## config.mk

```make
export PLATFORM = sky130hd
export DESIGN_NAME = gift64_perm_ark_flat
export DESIGN_NICKNAME = d
export VERILOG_FILES = /design/src/rtl/gift_pkg.sv /design/src/rtl/gift64_perm_ark_if.sv /design/src/rtl/gift64_permbits.sv /design/src/rtl/gift64_perm_ark.sv /design/src/flat_wrapper.sv
export SDC_FILE = /design/constraint.sdc
export NUM_CORES = 1
export LEC_CHECK = 0
export ABC_CLOCK_PERIOD_IN_PS = 2940
export CELL_PAD_IN_SITES_DETAIL_PLACEMENT = 0
export CELL_PAD_IN_SITES_GLOBAL_PLACEMENT = 2
export CORE_MARGIN = 2
export CORE_UTILIZATION = 38
export CTS_CLUSTER_DIAMETER = 30
export CTS_CLUSTER_SIZE = 16
export DETAILED_ROUTE_END_ITERATION = 6
export GPL_TIMING_DRIVEN = 0
export PLACE_DENSITY = 0.92
export SYNTH_ARGS = -nofsm -noshare
export SYNTH_HDL_FRONTEND = slang
export SYNTH_SLANG_ARGS = --single-unit
```

## constraint.sdc

```tcl
create_clock -name clk -period 2.94 [get_ports clk]
set_clock_uncertainty 0.05 [all_clocks]
set_input_delay 0.588 -clock clk [delete_from_list [all_inputs] [get_ports clk]]
set_output_delay 0.588 -clock clk [all_outputs]
set_load 0.01 [all_outputs]
```

## src/rtl/gift_pkg.sv

```systemverilog
// Shared GIFT-64 definitions: round-constant width and taps, the PermBits
// index function, the LFSR step and the perm/ark FSM state type.
package gift_pkg;

  localparam int RC_WIDTH = 6;

  // Destination bits of c0..c5 when the round constant is added.
  localparam int GIFT64_RC_TAPS [RC_WIDTH] = '{3, 7, 11, 15, 19, 23};

  typedef enum logic [1:0] {LOAD, APPLY, DRAIN} fsm_t;

  // PermBits: bit i of the input lands on bit p64(i) of the output.
  function automatic int p64(input int i);
    return 4*(i/16) + 16*((3*((i%16)/4) + (i%4)) % 4) + (i%4);
  endfunction

  // One step of the round-constant LFSR.
  function automatic logic [RC_WIDTH-1:0] rc_next(input logic [RC_WIDTH-1:0] c);
    return {c[4:0], c[5] ^ c[4] ^ 1'b1};
  endfunction

endpackage

```

## src/rtl/gift64_perm_ark_if.sv

```systemverilog
// Byte-stream interface of the perm/ark stage.
//   in_*   : S-box output bytes in, plus the round-key halves rk_u/rk_v
//   out_*  : result bytes out
// master = producer/consumer side, slave = the stage itself.
interface gift64_perm_ark_if;
  logic        in_valid;
  logic        in_ready;
  logic [7:0]  in_data;
  logic [15:0] rk_u;
  logic [15:0] rk_v;
  logic        out_valid;
  logic        out_ready;
  logic [7:0]  out_data;

  modport master (output in_valid, in_data, rk_u, rk_v, out_ready,
                  input  in_ready, out_valid, out_data);
  modport slave  (input  in_valid, in_data, rk_u, rk_v, out_ready,
                  output in_ready, out_valid, out_data);
endinterface

```

## src/rtl/gift64_permbits.sv

```systemverilog
// GIFT-64 PermBits, purely combinational.
//   din  : 64-bit state before permutation
//   dout : 64-bit state after permutation
module gift64_permbits
  import gift_pkg::*;
(
  input  logic [63:0] din,
  output logic [63:0] dout
);
  for (genvar i = 0; i < 64; i++) begin : g_bit
    assign dout[p64(i)] = din[i];
  end
endmodule

```

## src/rtl/gift64_perm_ark.sv

```systemverilog
// GIFT-64 round completion stage: collects 8 S-box output bytes, applies
// PermBits + AddRoundKey + round constant in one cycle, then streams the
// 8 result bytes back out. Owns the round-constant LFSR.
//   clk, rst_n  : clock, async active-low reset
//   rc_restart  : reload LFSR and clear round_cnt (new block)
//   bus         : byte in/out handshakes and round-key halves
//   round_cnt   : rounds completed since restart (wraps)
//   busy        : stage holds a partial or complete round
module gift64_perm_ark
  import gift_pkg::*;
#(
  parameter int                  NBYTES  = 8,
  parameter logic [RC_WIDTH-1:0] RC_INIT = 6'h00
) (
  input  logic              clk,
  input  logic              rst_n,
  input  logic              rc_restart,
  gift64_perm_ark_if.slave  bus,
  output logic [4:0]        round_cnt,
  output logic              busy
);
  localparam int CW = $clog2(NBYTES);

  fsm_t                fsm;
  logic [CW-1:0]       cnt;
  logic [63:0]         st_q, perm, applied;
  logic [15:0]         u_q, v_q;
  logic [RC_WIDTH-1:0] lfsr, lfsr_nx;

  gift64_permbits u_perm (.din(st_q), .dout(perm));

  always_comb begin
    lfsr_nx = rc_next(lfsr);
    applied = perm;
    for (int i = 0; i < 16; i++) begin
      applied[4*i+1] = applied[4*i+1] ^ u_q[i];
      applied[4*i]   = applied[4*i]   ^ v_q[i];
    end
    for (int j = 0; j < RC_WIDTH; j++)
      applied[GIFT64_RC_TAPS[j]] = applied[GIFT64_RC_TAPS[j]] ^ lfsr_nx[j];
    applied[63] = ~applied[63];
  end

  always_ff @(posedge clk or negedge rst_n) begin
    if (!rst_n) begin
      fsm       <= LOAD;
      cnt       <= '0;
      st_q      <= '0;
      u_q       <= '0;
      v_q       <= '0;
      lfsr      <= RC_INIT;
      round_cnt <= '0;
    end else begin
      case (fsm)
        LOAD: if (bus.in_valid) begin
          st_q[cnt*8 +: 8] <= bus.in_data;
          if (cnt == CW'(NBYTES-1)) begin
            cnt <= '0;
            u_q <= bus.rk_u;
            v_q <= bus.rk_v;
            fsm <= APPLY;
          end else begin
            cnt <= cnt + 1'b1;
          end
        end
        APPLY: begin
          st_q      <= applied;
          lfsr      <= lfsr_nx;
          round_cnt <= round_cnt + 1'b1;
          cnt       <= '0;
          fsm       <= DRAIN;
        end
        DRAIN: if (bus.out_ready) begin
          if (cnt == CW'(NBYTES-1)) begin
            cnt <= '0;
            fsm <= LOAD;
          end else begin
            cnt <= cnt + 1'b1;
          end
        end
        default: fsm <= LOAD;
      endcase
      // Placed after the case so a restart during APPLY overrides the
      // LFSR/counter advance while the state still takes the old update.
      if (rc_restart) begin
        lfsr      <= RC_INIT;
        round_cnt <= '0;
      end
    end
  end

  assign bus.in_ready  = (fsm == LOAD);
  assign bus.out_valid = (fsm == DRAIN);
  assign bus.out_data  = (fsm == DRAIN) ? st_q[cnt*8 +: 8] : 8'h00;
  assign busy          = (fsm != LOAD) || (cnt != '0);

endmodule

```

## src/flat_wrapper.sv

```systemverilog
// flat-port wrapper written by rule: the top's interface ports become plain ports
module gift64_perm_ark_flat import gift_pkg::*;
#(
  parameter int                  NBYTES  = 8,
  parameter logic [RC_WIDTH-1:0] RC_INIT = 6'h00
)
  (clk, rst_n, rc_restart, round_cnt, busy, bus_in_valid, bus_in_data, bus_rk_u, bus_rk_v, bus_out_ready, bus_in_ready, bus_out_valid, bus_out_data);
  gift64_perm_ark_if bus_i ();
  input  logic clk;
  input  logic rst_n;
  input  logic rc_restart;
  output logic [4:0] round_cnt;
  output logic busy;
  input wire logic [$bits(bus_i.in_valid)-1:0] bus_in_valid;
  input wire logic [$bits(bus_i.in_data)-1:0] bus_in_data;
  input wire logic [$bits(bus_i.rk_u)-1:0] bus_rk_u;
  input wire logic [$bits(bus_i.rk_v)-1:0] bus_rk_v;
  input wire logic [$bits(bus_i.out_ready)-1:0] bus_out_ready;
  output wire logic [$bits(bus_i.in_ready)-1:0] bus_in_ready;
  output wire logic [$bits(bus_i.out_valid)-1:0] bus_out_valid;
  output wire logic [$bits(bus_i.out_data)-1:0] bus_out_data;
  assign bus_i.in_valid = bus_in_valid;
  assign bus_i.in_data = bus_in_data;
  assign bus_i.rk_u = bus_rk_u;
  assign bus_i.rk_v = bus_rk_v;
  assign bus_i.out_ready = bus_out_ready;
  assign bus_in_ready = bus_i.in_ready;
  assign bus_out_valid = bus_i.out_valid;
  assign bus_out_data = bus_i.out_data;
  gift64_perm_ark #(.NBYTES(NBYTES), .RC_INIT(RC_INIT)) u_core (.clk(clk), .rst_n(rst_n), .rc_restart(rc_restart), .bus(bus_i), .round_cnt(round_cnt), .busy(busy));
endmodule
```

==> results_dict.tcl, run 1 <==
set metrics [dict create \
    place_area_mm2 0.00696 \
    maximum_fanout_along_the_worst_path 10 \
    power.sequential.fraction_pct 36.6 \
    maximum_clock_path_buffer_count 2 \
    io_pins 61 \
    detailroute.via_count 4819 \
    proportion_of_power_drawn_by_combinational_gates_pct 45.4 \
    sequential_cell_area_mm2 0.00280 \
    area_of_the_multi_input_gates_mm2 0.00308 \
    yosys_warnings 0 \
    met1_usage_pct 28.4 \
    initial_antenna_violation_count 0 \
    power.share.switching_pct 39.5 \
    power_leakage_nw 3.27 \
    worst_ep_required_time_ns 2.30 \
    timing.setup.critical_path_class "register to primary output" \
    layout-drive-gt1-share_pct 21.5 \
    final_area_mm2 0.00741 \
    internal-power_mw 4.27 \
    async_reset_ff_share_pct 100 \
    initial_core_util_pct 38.7 \
    synthDistinctLibCells 57 \
    detail_route.iter0.violations 409 \
    via_per_inst 5.62 \
    drv.max_cap_violation_count 0 \
    port_buffer_count 54 \
    synth-main-ff-cell "dfrtp_1" \
    run_status "completed" \
    arrival_ns 2.24 \
    design.final.nets 688 \
    fp.coreArea_mm2 0.0158 \
    global_route.usage.total_pct 22.0 \
    dp_hpwl_um 12500 \
    rr_endpoint "u_core.st_q[0]" \
    total_switching_power_mw 2.79 \
    grt_use_met3_pct 3.26 \
    syn_avg_cell_area_um2 10.8 \
    yosys_register_bits 112 \
    drc 0 \
    finalCriticalPeriod_ns 2.87 \
    die_y_um 131 \
    timing.fmax_ghz 0.348 \
    post_syn_area_mm2 0.00612 \
    final_util_pct 46.8 \
    worst-r2r-setup-slack_ns 0.12 \
    floorplan.die_area_mm2 0.0171 \
    placementRows 46 \
    fin_hold_ws_ns 0.273 \
    regToRegStartpoint "u_core.cnt[1]" \
    setup_tns_ns 0 \
    antenna_left 0 \
    tritoncts "done" \
    cts.sinks 112 \
    power.ir.vdd_worst_mv 0.400 \
    grt_pass1_vias 4868 \
    startpoint_type "register" \
    ys_seq_area_share_pct 45.8 \
    root_buffer "clkbuf_16" \
    numPlacedInstances 837 \
    p_per_area_mw_per_mm2 952 \
    num_antenna_cells 0 \
    worstSetupEndpointType "primary output" \
    synthesis.instances 566 \
    die_x_um 131 \
    yosysTopAreaCell "dfrtp_1" \
    slew_headroom_pct 42.2 \
    cts_made_buffers 9 \
    areaGrowthSynthToFinish_pct 21.0 \
    clk_pin_slew_worst_paths_ns 0.07 \
    drt_pre_antenna_iters 5 \
    netlist.area_leader.share_pct 45.8 \
    cts_hold_buf 0 \
    report.final.setup_viol 0 \
    gp_congestion 0.892 \
    fill_cell_total_of_the_finished_layout 1434 \
    grt-busiest-layer "met2" \
    grt_remaining_overflow 0 \
    hold_viol 0 \
    holdCritPathClass "input port to async pin" \
    proportion_of_power_drawn_by_the_clock_network_pct 18.0 \
    fin_crit_share_pct 97.7 \
    layoutNonFillerInstCount 858 \
    synth_fp_nets 617 \
    globalRouteMet2Util_pct 36.1 \
    final_max_slew_viol_count 0 \
    synth.top_cells.by_area "dfrtp_1 46%, mux2_2 7.0%, mux4_2 5.9%" \
    wl_per_cell_um 21.0 \
    grt_start_max_net_pins 64 \
    synth_edf_count 0 \
    grt_pass1_wl_um 27800 \
    drt_wl_total_um 18000 \
    cts.htree.levels 3 \
    worstMarginPinSlew_ns 0.867 \
    worst-r2r-cell-count 9 \
    rsz0062_at_grt "no" \
    worst_skew_pair.late_latency_ns 0.36 \
]
[worst max-delay path: stages, from the launching register on]
cell and delay, ns:
dfrtp_1 0.40, buf_8 0.18, buf_8 0.18, inv_1 0.07, ha_1 0.20, ha_1 0.22, nand2_1 0.08, clkdlybuf4s50_1 0.53
[registers in the layout (all words and copies together) (netlist names)]
| register | count |
|---|---|
| u_core.u_q | 16 |
| u_core.fsm | 2 |
| u_core.lfsr | 6 |
| u_core.cnt | 3 |
| u_core.round_cnt | 5 |
| u_core.st_q | 64 |
| u_core.v_q | 16 |
[per-layer routing]
metal  vias to the layer above  share of wire [%]
met5                         -                  0
met4                         0                3.3
met3                        42                4.7
met1                      2417                 42
met2                       177                 50
li1                       2183                  -
[final cells by class]
class                   instances  share of cell area [%]
multi-input cells             401                    41.6
flip-flops and latches        112                    37.8
repair buffers                 61                    8.64
well taps                     216                    3.65
plain buffers                  37                    3.51
clock buffers                  10                    3.09
clock inverters                 6                   0.911
inverters                      15                   0.827
[power groups by stage]
stage	Sequential [mW]	Clock (mW)	Combinational, mW
floorplan	2.43	0	2.27
global placement	2.58	0	3.00
CTS	2.58	1.29	3.16
finish	2.58	1.27	3.21
global route	2.65	1.34	3.45
detailed placement	2.60	0	3.06
[worst max-delay path by stage]
stage                     cells past startpoint         endpoint  slack, ns          start
after floorplan                              10  u_core.st_q[54]       0.31  u_core.cnt[1]
after global placement                        1    u_core.v_q[1]      -3.08          rst_n
final                                         7             busy       0.07  u_core.cnt[1]
after detailed placement                      8   u_core.st_q[6]      -0.84  u_core.cnt[2]
after CTS                                     6  bus_out_data[4]      0.004  u_core.cnt[0]
after global routing                          6  bus_out_data[2]      0.002  u_core.cnt[0]
[synthesized netlist by cell type, drive strengths merged, types with 6 or more instances]
cell,number
a221oi,27
a22oi,11
xor2,20
inv,14
dfrtp,112
a21oi,40
xnor2,21
mux4,16
ha,6
a31oi,7
o21ai,18
o22ai,12
nand2,72
nor2,64
mux2,42
buf,34
[stage by stage]
stage | worst slack (ns) | total power, mW
3_5_place_dp | -0.844 | 5.66
2_1_floorplan | 0.311 | 4.70
4_1_cts | 0.00417 | 7.02
6_report | 0.0665 | 7.06
5_1_grt | 0.00241 | 7.45
3_3_place_gp | -3.08 | 5.58
[what timing repair did]
item                                    4_1_cts  5_1_grt
pin swaps                                     1        1
gates resized for setup                      17       13
endpoints found under the hold margin         0        0
setup buffers                                 2        4
endpoints found under the setup margin       74       27
[kinds of logic (layout without fill, tap and decap cells)]
group	Yosys count	after routing	share of synthesized area, %
xor+xnor	41	41	5.86
flops	112	112	45.8
mux	58	58	13.6
compound gates	126	126	14.7
simple gates	170	170	14.4
buf+inv	53	129	4.45
fa+ha+maj	6	6	1.23
[cell usage in the layout, fill, tap and decap left out, types with 7 or more instances in the layout]
cell type	instances
a21oi_1	36
a221oi_1	27
a22oi_1	11
a31oi_1	7
buf_2	15
buf_4	12
clkbuf_16	9
clkdlybuf4s50_1	46
dfrtp_1	112
dlymetal6s2s_1	7
inv_1	14
mux2_2	38
mux4_2	16
nand2_1	72
nor2_1	60
o21ai_1	11
o22ai_1	12
xnor2_1	21
xor2_1	20
No activity file was read; power rests on OpenSTA's default activity.
==> run 2, diff against run 1 <==
--- a/config.mk
+++ b/config.mk
@@ -13,6 +13,7 @@
 export CTS_CLUSTER_DIAMETER = 30
 export CTS_CLUSTER_SIZE = 16
 export DETAILED_ROUTE_END_ITERATION = 6
+export GPL_ROUTABILITY_DRIVEN = 1
 export GPL_TIMING_DRIVEN = 0
 export PLACE_DENSITY = 0.92
 export SYNTH_ARGS = -nofsm -noshare
==> results of run 2 <==
The final DEF is identical to that of run 1; final timing and power are the same.
